--- src/rtl/note_pkg.sv ---
// rtl/note_pkg.sv - shared types for the note block loader
// Contents: NOTE_W (default note word width), note_t (one note word),
//           loader_state_t (loader FSM states).
package note_pkg;

    localparam int NOTE_W = 16;

    typedef logic [NOTE_W-1:0] note_t;

    typedef enum logic [1:0] {
        IDLE,
        ISSUE,
        DRAIN,
        DONE
    } loader_state_t;

endpackage

--- src/rtl/read_tag_pipe.sv ---
// rtl/read_tag_pipe.sv - LATENCY-deep {valid, idx} delay line matching BRAM read latency
// Ports:
//   clk_i, rst_i   clock, asynchronous active-high reset
//   flush_i        synchronous clear of every in-flight token
//   valid_i/idx_i  token entering alongside an issued read address
//   valid_o/idx_o  token emerging in the same cycle as its read data
//   pending_o      a token is still travelling in a stage other than the output stage
module read_tag_pipe #(
    parameter int LATENCY = 2,
    parameter int IDX_W   = 5
) (
    input  logic             clk_i,
    input  logic             rst_i,
    input  logic             flush_i,
    input  logic             valid_i,
    input  logic [IDX_W-1:0] idx_i,
    output logic             valid_o,
    output logic [IDX_W-1:0] idx_o,
    output logic             pending_o
);

    logic [LATENCY-1:0]            valid_q;
    logic [LATENCY-1:0][IDX_W-1:0] idx_q;

    always_ff @(posedge clk_i or posedge rst_i) begin
        if (rst_i) begin
            valid_q <= '0;
            idx_q   <= '0;
        end else if (flush_i) begin
            valid_q <= '0;
        end else begin
            valid_q[0] <= valid_i;
            idx_q[0]   <= idx_i;
            for (int i = 1; i < LATENCY; i++) begin
                valid_q[i] <= valid_q[i-1];
                idx_q[i]   <= idx_q[i-1];
            end
        end
    end

    assign valid_o = valid_q[LATENCY-1];
    assign idx_o   = idx_q[LATENCY-1];

    // The output-stage token lands on the coming edge, so only earlier
    // stages still hold reads that have not been captured.
    always_comb begin
        pending_o = 1'b0;
        for (int i = 0; i < LATENCY - 1; i++) begin
            pending_o = pending_o | valid_q[i];
        end
    end

endmodule

--- src/rtl/note_block_loader.sv ---
// rtl/note_block_loader.sv - fetches a block of notes from a synchronous BRAM into a register array
// Ports:
//   clk, reset      clock, asynchronous active-high reset
//   start, abort    load request (taken when not busy), cancel of a running load
//   base_addr,count first BRAM address and block length, sampled on an accepted start
//   mem_addr        BRAM read address; mem_rdata arrives READ_LATENCY cycles later
//   notes           slot i = BRAM[base_addr+i]
//   note_valid      bit i set once slot i was written in this load
//   loaded_count    slots written in the current/last load
//   busy, done      issuing/draining; block complete until next accepted start
module note_block_loader
    import note_pkg::*;
#(
    parameter int DATA_W       = NOTE_W,
    parameter int ADDR_W       = 9,
    parameter int NUM_NOTES    = 32,
    parameter int READ_LATENCY = 2
) (
    input  logic                                clk,
    input  logic                                reset,
    input  logic                                start,
    input  logic                                abort,
    input  logic [ADDR_W-1:0]                   base_addr,
    input  logic [$clog2(NUM_NOTES+1)-1:0]      count,
    output logic [ADDR_W-1:0]                   mem_addr,
    input  logic [DATA_W-1:0]                   mem_rdata,
    output logic [NUM_NOTES-1:0][DATA_W-1:0]    notes,
    output logic [NUM_NOTES-1:0]                note_valid,
    output logic [$clog2(NUM_NOTES+1)-1:0]      loaded_count,
    output logic                                busy,
    output logic                                done
);

    localparam int CNT_W = $clog2(NUM_NOTES + 1);
    localparam int IDX_W = (NUM_NOTES > 1) ? $clog2(NUM_NOTES) : 1;
    localparam logic [CNT_W-1:0] MAX_CNT = CNT_W'(NUM_NOTES);

    loader_state_t               state_q, state_d;
    logic [ADDR_W-1:0]           mem_addr_q, mem_addr_d;
    logic [CNT_W-1:0]            cnt_q, cnt_d;
    logic [IDX_W-1:0]            k_q, k_d;
    logic [NUM_NOTES-1:0][DATA_W-1:0] notes_q;
    logic [NUM_NOTES-1:0]        note_valid_q;
    logic [CNT_W-1:0]            loaded_count_q;

    logic             accept;
    logic             issue_valid;
    logic             flush;
    logic [CNT_W-1:0] count_clamped;
    logic             tag_valid;
    logic [IDX_W-1:0] tag_idx;
    logic             tag_pending;

    assign count_clamped = (count > MAX_CNT) ? MAX_CNT : count;

    always_comb begin
        state_d     = state_q;
        mem_addr_d  = mem_addr_q;
        cnt_d       = cnt_q;
        k_d         = k_q;
        accept      = 1'b0;
        issue_valid = 1'b0;
        flush       = 1'b0;
        case (state_q)
            IDLE, DONE: begin
                if (start) begin
                    accept = 1'b1;
                    cnt_d  = count_clamped;
                    k_d    = '0;
                    if (count_clamped == '0) begin
                        state_d = DONE;
                    end else begin
                        mem_addr_d = base_addr;
                        state_d    = ISSUE;
                    end
                end
            end
            ISSUE: begin
                if (abort) begin
                    flush   = 1'b1;
                    state_d = IDLE;
                end else begin
                    issue_valid = 1'b1;
                    if ((CNT_W'(k_q) + CNT_W'(1)) == cnt_q) begin
                        state_d = DRAIN;
                    end else begin
                        k_d        = k_q + IDX_W'(1);
                        mem_addr_d = mem_addr_q + ADDR_W'(1);
                    end
                end
            end
            DRAIN: begin
                if (abort) begin
                    flush   = 1'b1;
                    state_d = IDLE;
                end else if (!tag_pending) begin
                    // Last token may be landing this very edge; done rises with it.
                    state_d = DONE;
                end
            end
            default: state_d = IDLE;
        endcase
    end

    read_tag_pipe #(
        .LATENCY (READ_LATENCY),
        .IDX_W   (IDX_W)
    ) u_tag_pipe (
        .clk_i     (clk),
        .rst_i     (reset),
        .flush_i   (flush),
        .valid_i   (issue_valid),
        .idx_i     (k_q),
        .valid_o   (tag_valid),
        .idx_o     (tag_idx),
        .pending_o (tag_pending)
    );

    always_ff @(posedge clk or posedge reset) begin
        if (reset) begin
            state_q        <= IDLE;
            mem_addr_q     <= '0;
            cnt_q          <= '0;
            k_q            <= '0;
            notes_q        <= '0;
            note_valid_q   <= '0;
            loaded_count_q <= '0;
        end else begin
            state_q    <= state_d;
            mem_addr_q <= mem_addr_d;
            cnt_q      <= cnt_d;
            k_q        <= k_d;
            if (accept) begin
                note_valid_q   <= '0;
                loaded_count_q <= '0;
            end else if (tag_valid && !flush) begin
                notes_q[tag_idx]      <= mem_rdata;
                note_valid_q[tag_idx] <= 1'b1;
                loaded_count_q        <= loaded_count_q + CNT_W'(1);
            end
        end
    end

    assign mem_addr     = mem_addr_q;
    assign notes        = notes_q;
    assign note_valid   = note_valid_q;
    assign loaded_count = loaded_count_q;
    assign busy         = (state_q == ISSUE) || (state_q == DRAIN);
    assign done         = (state_q == DONE);

endmodule
--- config.mk ---
export PLATFORM = sky130hd
export DESIGN_NAME = note_block_loader
export DESIGN_NICKNAME = d
export VERILOG_FILES = /design/src/rtl/note_pkg.sv /design/src/rtl/read_tag_pipe.sv /design/src/rtl/note_block_loader.sv
export SDC_FILE = /design/constraint.sdc
export NUM_CORES = 1
export LEC_CHECK = 0
export BUFFER_PORTS_ARGS = -buffer_cell sky130_fd_sc_hd__buf_2
export CAP_MARGIN = 20
export CORE_AREA = 4 4 228 230
export DETAILED_ROUTE_END_ITERATION = 10
export DIE_AREA = 0 0 232 234
export HOLD_SLACK_MARGIN = 0.05
export PLACE_DENSITY_LB_ADDON = 0.05
export SLEW_MARGIN = 20
export SYNTH_ARGS = -nofsm -noshare
export SYNTH_HDL_FRONTEND = slang
export SYNTH_SLANG_ARGS = --single-unit
--- constraint.sdc ---
create_clock -name clk -period 28.7 [get_ports clk]
set_input_delay 4.305 -clock clk [delete_from_list [all_inputs] [get_ports clk]]
set_output_delay 4.305 -clock clk [all_outputs]
set_load 0.01 [all_outputs]
After elaboration in Yosys (flattened, before gate mapping)

Cells that the tools add are included.

Add/sub/neg operators: 4
Multiply operators: 0
Divide/modulo/power cells: 0
$lt $le $gt $ge: 3
Equal/unequal tests: 10
Shift-type cells: 0
Mux-type cells: 33
Bitwise gates (word level): 2
Reduce and logical (&&, ||, !) cells: 15

Operators by type and width:

| operator              | count |
|---|---|
| $bwmux W512           | 1 |
| $demux W16 S5         | 1 |
| $mux W32              | 2 |
| $mux W9               | 4 |
| $or A32 B32 Y32       | 1 |
| $mux W6               | 3 |
| $pmux W9 S2           | 1 |
| $mux W16              | 1 |
| $mux W5               | 3 |
| $mux W2               | 7 |
| $pmux W5 S2           | 1 |
| $add A9 B1 Y9 const B | 1 |
| $ne A2 B2 Y1 const B  | 4 |
| $mux W1               | 7 |
| $add A5 B1 Y6 const B | 1 |
| $add A6 B1 Y6 const B | 1 |
| $eq A6 B6 Y1          | 1 |
| $gt A6 B6 Y1 const B  | 1 |
| $logic_not A6 Y1      | 1 |
| $lt A5 B6 Y1 const B  | 1 |
| $ne A3 B3 Y1 const B  | 2 |
| $pmux W2 S3           | 1 |
| $add A5 B1 Y5 const B | 1 |
| $demux W1 S5          | 1 |
| other kinds (14)      | 19 |

Flip-flop bits (word level): 584
Bits in latches: 0
RAM bits: 0
Memory bits (read-only): 0
Output and inout port bits: 561
Logic and storage cells: 108
Memories kept: 0

Longest topological paths before layout

Depth after elaboration: 7
Depth in mapped cells: 11

By module

A second synthesis with hierarchy kept.

Cells, all modules: 1476
Area total of the unflattened synthesis: 22864.4 um^2

Modules (own cells, without submodules):

| module            | times used | cells an instance | area an instance (um^2) |
|---|---|---|---|
| note_block_loader | 1          | 1445              | 22351.4 |
| read_tag_pipe     | 1          | 31                | 513.0 |

Worst setup path before layout

Ideal clock, no wire load.

Path type: input-to-reg
Start point: in start
End point: reg notes_q, in the netlist notes[15]
Arrival: 5750 ps
Data required time: 28575 ps
Setup slack: 22825 ps
Stages: 8
Buffers on the path: 3
Cell sequence: nand2_2 -> nand3_2 -> or3_1 -> buf_6 -> nor2b_2 -> buf_6 -> buf_6 -> mux2_2

Word-level cells in the longest chain between the ends: 4

RTL lines:

| item                            | line                     | source |
|---|---|---|
| from (decl)                     | note_block_loader.sv:21  | `input logic start,` |
| $mux W1                         | note_block_loader.sv:66  | `if (start) begin` |
| $mux W1                         | note_block_loader.sv:64  | `case (state_q)` |
| $not A1 Y1 (no line)            | n/a                      |  |
| $reduce_and A2 Y1 (no line)     | n/a                      |  |
| to (signal, indexed assignment) | note_block_loader.sv:137 | `notes_q[tag_idx] <= mem_rdata;` |
| to (decl)                       | note_block_loader.sv:42  | `logic [NUM_NOTES-1:0][DATA_W-1:0] notes_q;` |

No other way between the ends.
A chain may end at the register's enable or synchronous reset.

==> metrics <==
clock share of power 0.366; DIE WIDTH 232 um; Net Sw Frac 0.289; Final Instance Area ~0.028 mm2; Iter 0 DRT Violations around 740; Initial Util 0.457; CTS root buffer clkbuf_16; Cells after Synth 1479; post-route ant nets 0; Hold Buf Count CTS 0; critical path type input port to asynchronous set/reset pin; max_cap viols 0; CP max FO 120; P_int approximately 1.6 mW; Final nets approximately 2.1k; Final Max Slew Viols 0; status finished, final reports clean; Chip Height around 230 um; clock skew 0.0247 ns; Pleak ~16 nW; DR vias 14.7k; sequential share of the synthesized area 0.642; Final WS setup around 21 ns; fmax 137 MHz; initial antenna violation count 1; WL per Instance roughly 26 um; postcts setup bufs 0; Placer Congestion approximately 0.8; post-synthesis average cell area 15.4 um2; Post-Layout Cell Count ~2.8k; fillers approximately 4.3k; post-DP HPWL between 40000 and 50000 um; synth unique cells 55; vias in the first global route approximately 15k; TritonCTS buffer count 61; Worst-Margin Slew roughly 1.1 ns; Power, Total ~2.2 mW; Area growth, synth to finish 24.3%; HP Class register to register; I/O Buffers about 600; Flop pwr share 0.445; io pins just under 600; total track usage 0.258; #FFs+latches synth roughly 600; ranking of synthesized cells by area dfrtp_1 (64%), mux2_2 (26%), nand2_1 (0.94%), clkbuf_1 (0.92%), a21o_1 (0.72%); Routed WL around 71000 um; H-Tree Depth 2; global route total overflow 0; Final Hold Viols 0; CTS tree done; DRC errors left 0; sw power 0.640 mW; Mapped Area 0.0228 mm2; CTS sink cnt just under 600; most common cell after layout, fill and taps aside buf_2; full die area around 0.054 mm2; Setup crit end kind asynchronous set/reset pin; Min Hold Slack about 0.47 ns; Critical Path RT around 29 ns; ratio of cells with drive above 1 in the final layout 0.607; DP Worst Slack between 15 and 20 ns; share of flip-flops with an asynchronous set or reset 1.00; fin crit share 0.255; Post-synth EDFFs 0; worst skew pair latency 0.62 ns; drt via density between 5 and 6; RSZ-0062 raised after global routing false; final setup violation count 0; area fraction of the dominant cell type after synthesis 0.642; FP Rows between 80 and 90; Post-Syn Nets 1520; Max clock buf depth 3; clk slew on worst S/H paths approximately 0.060 ns; Tmin final between 7 and 8 ns; first-pass GRT wire length approximately 100000 um; DRT Pass-1 Iters 5; Post-Place Cell Area roughly 0.026 mm2; worst path arrival time 7.98 ns; largest net degree at the start of global routing about 120; Logic pwr share 0.189; area of the core 0.0499 mm2; Worst slew margin 0.268; most frequent cells in the layout buf_2 (595), dfrtp_1 (584), mux2_2 (522); placed insts 2658; Fin Setup TNS 0 ns; peak supply drop around 0.05 mV; PwrDens 78.2 mW/mm2; post-CTS sizing 0; cell taking the most area after synthesis dfrtp_1; Synthesis Warnings 0; Startpoint Class input port; final core occ 0.568; Primary FF master, synth dfrtp_1
sequential cells by signal, summed over array words and instances, names as in the netlist:
register            flops
k_q                     5
cnt_q                   6
loaded_count            6
u_tag_pipe.idx_o        5
u_tag_pipe.idx_q        5
u_tag_pipe.valid_q      2
mem_addr                9
notes                 512
state_q                 2
note_valid             32
path summary, 6_finish.rpt:
| path | startpoint | to | slack [ns] | cells after the start |
|---|---|---|---|---|
| max | reset | notes[37] | 21.38 | 6 |
| min | note_valid[11] | note_valid[11] | 0.47 | 2 |
| min reg2reg | note_valid[11] | note_valid[11] | 0.47 | 2 |
| min in group asynchronous | reset | notes[115] | 3.85 | 2 |
| max reg2reg | state_q[0] | notes[340] | 24.74 | 7 |
| max in group clk | start | notes[340] | 21.81 | 6 |
final cells by class:
class	instances	area, um2	area share
Timing Repair Buffer	610	3100	0.109
Antenna cell	1	2.50	0.0000884
Clock buffer	99	1910	0.0674
Clock inverter	13	175	0.00619
Sequential cell	584	14600	0.516
Inverter	6	30.0	0.00106
Tap cell	672	841	0.0297
Multi-Input combinational cell	786	7650	0.270
critical path, cell delays in order:
cell   delay [ns]
buf_2        0.13
inv_8        0.53
buf_4        0.75
buf_6        0.66
buf_4        0.68
buf_6        0.68
logic make-up after synthesis:
kind of cell / synth area share
buffers and inverters: 0.0235
flip-flops: 0.642
adder cells (fa/ha/maj): 0.00330
XOR/XNOR: 0.00417
AO/OA/AOI/OAI: 0.0202
AND/OR/NAND/NOR: 0.0467
multiplexers: 0.261
cell usage after synthesis, types with 2 or more instances:
cell type / number
dfrtp_1: 584
mux2_2: 522
nand2_1: 57
clkbuf_1: 56
buf_2: 25
a21o_1: 22
nor2_1: 20
buf_4: 17
a21oi_1: 15
nand3_1: 11
nor2_2: 11
nand2_2: 10
nand2b_1: 9
o21ai_0: 9
and3_1: 8
nand4_1: 8
nor2_8: 7
nor3_1: 7
and2_1: 6
ha_1: 6
inv_1: 6
mux2i_1: 6
xor2_1: 6
buf_6: 4
o22ai_1: 4
nand3b_1: 3
nand4b_1: 3
nor2b_1: 3
o211ai_1: 3
xnor2_1: 3
a211o_1: 2
a2bb2oi_1: 2
nor3b_1: 2
power by group through the flow:
stage / logic, mW / clock network (mW) / registers [mW]
6_report: 0.419 / 0.810 / 0.985
5_1_grt: 0.455 / 0.865 / 0.997
4_1_cts: 0.424 / 0.830 / 0.985
3_5_place_dp: 0.423 / 0 / 0.998
3_3_place_gp: 0.417 / 0 / 0.993
2_1_floorplan: 0.224 / 0 / 1.02
metal layers:
layer	part of all wire	track usage	wire, um
met2	0.49	0.427	34800
met1	0.40	0.325	28300
met3	0.075	0.0751	5360
met5	0	0	0
met4	0.040	0.0968	2870
Note: power is estimated with default switching activity, not from simulation.
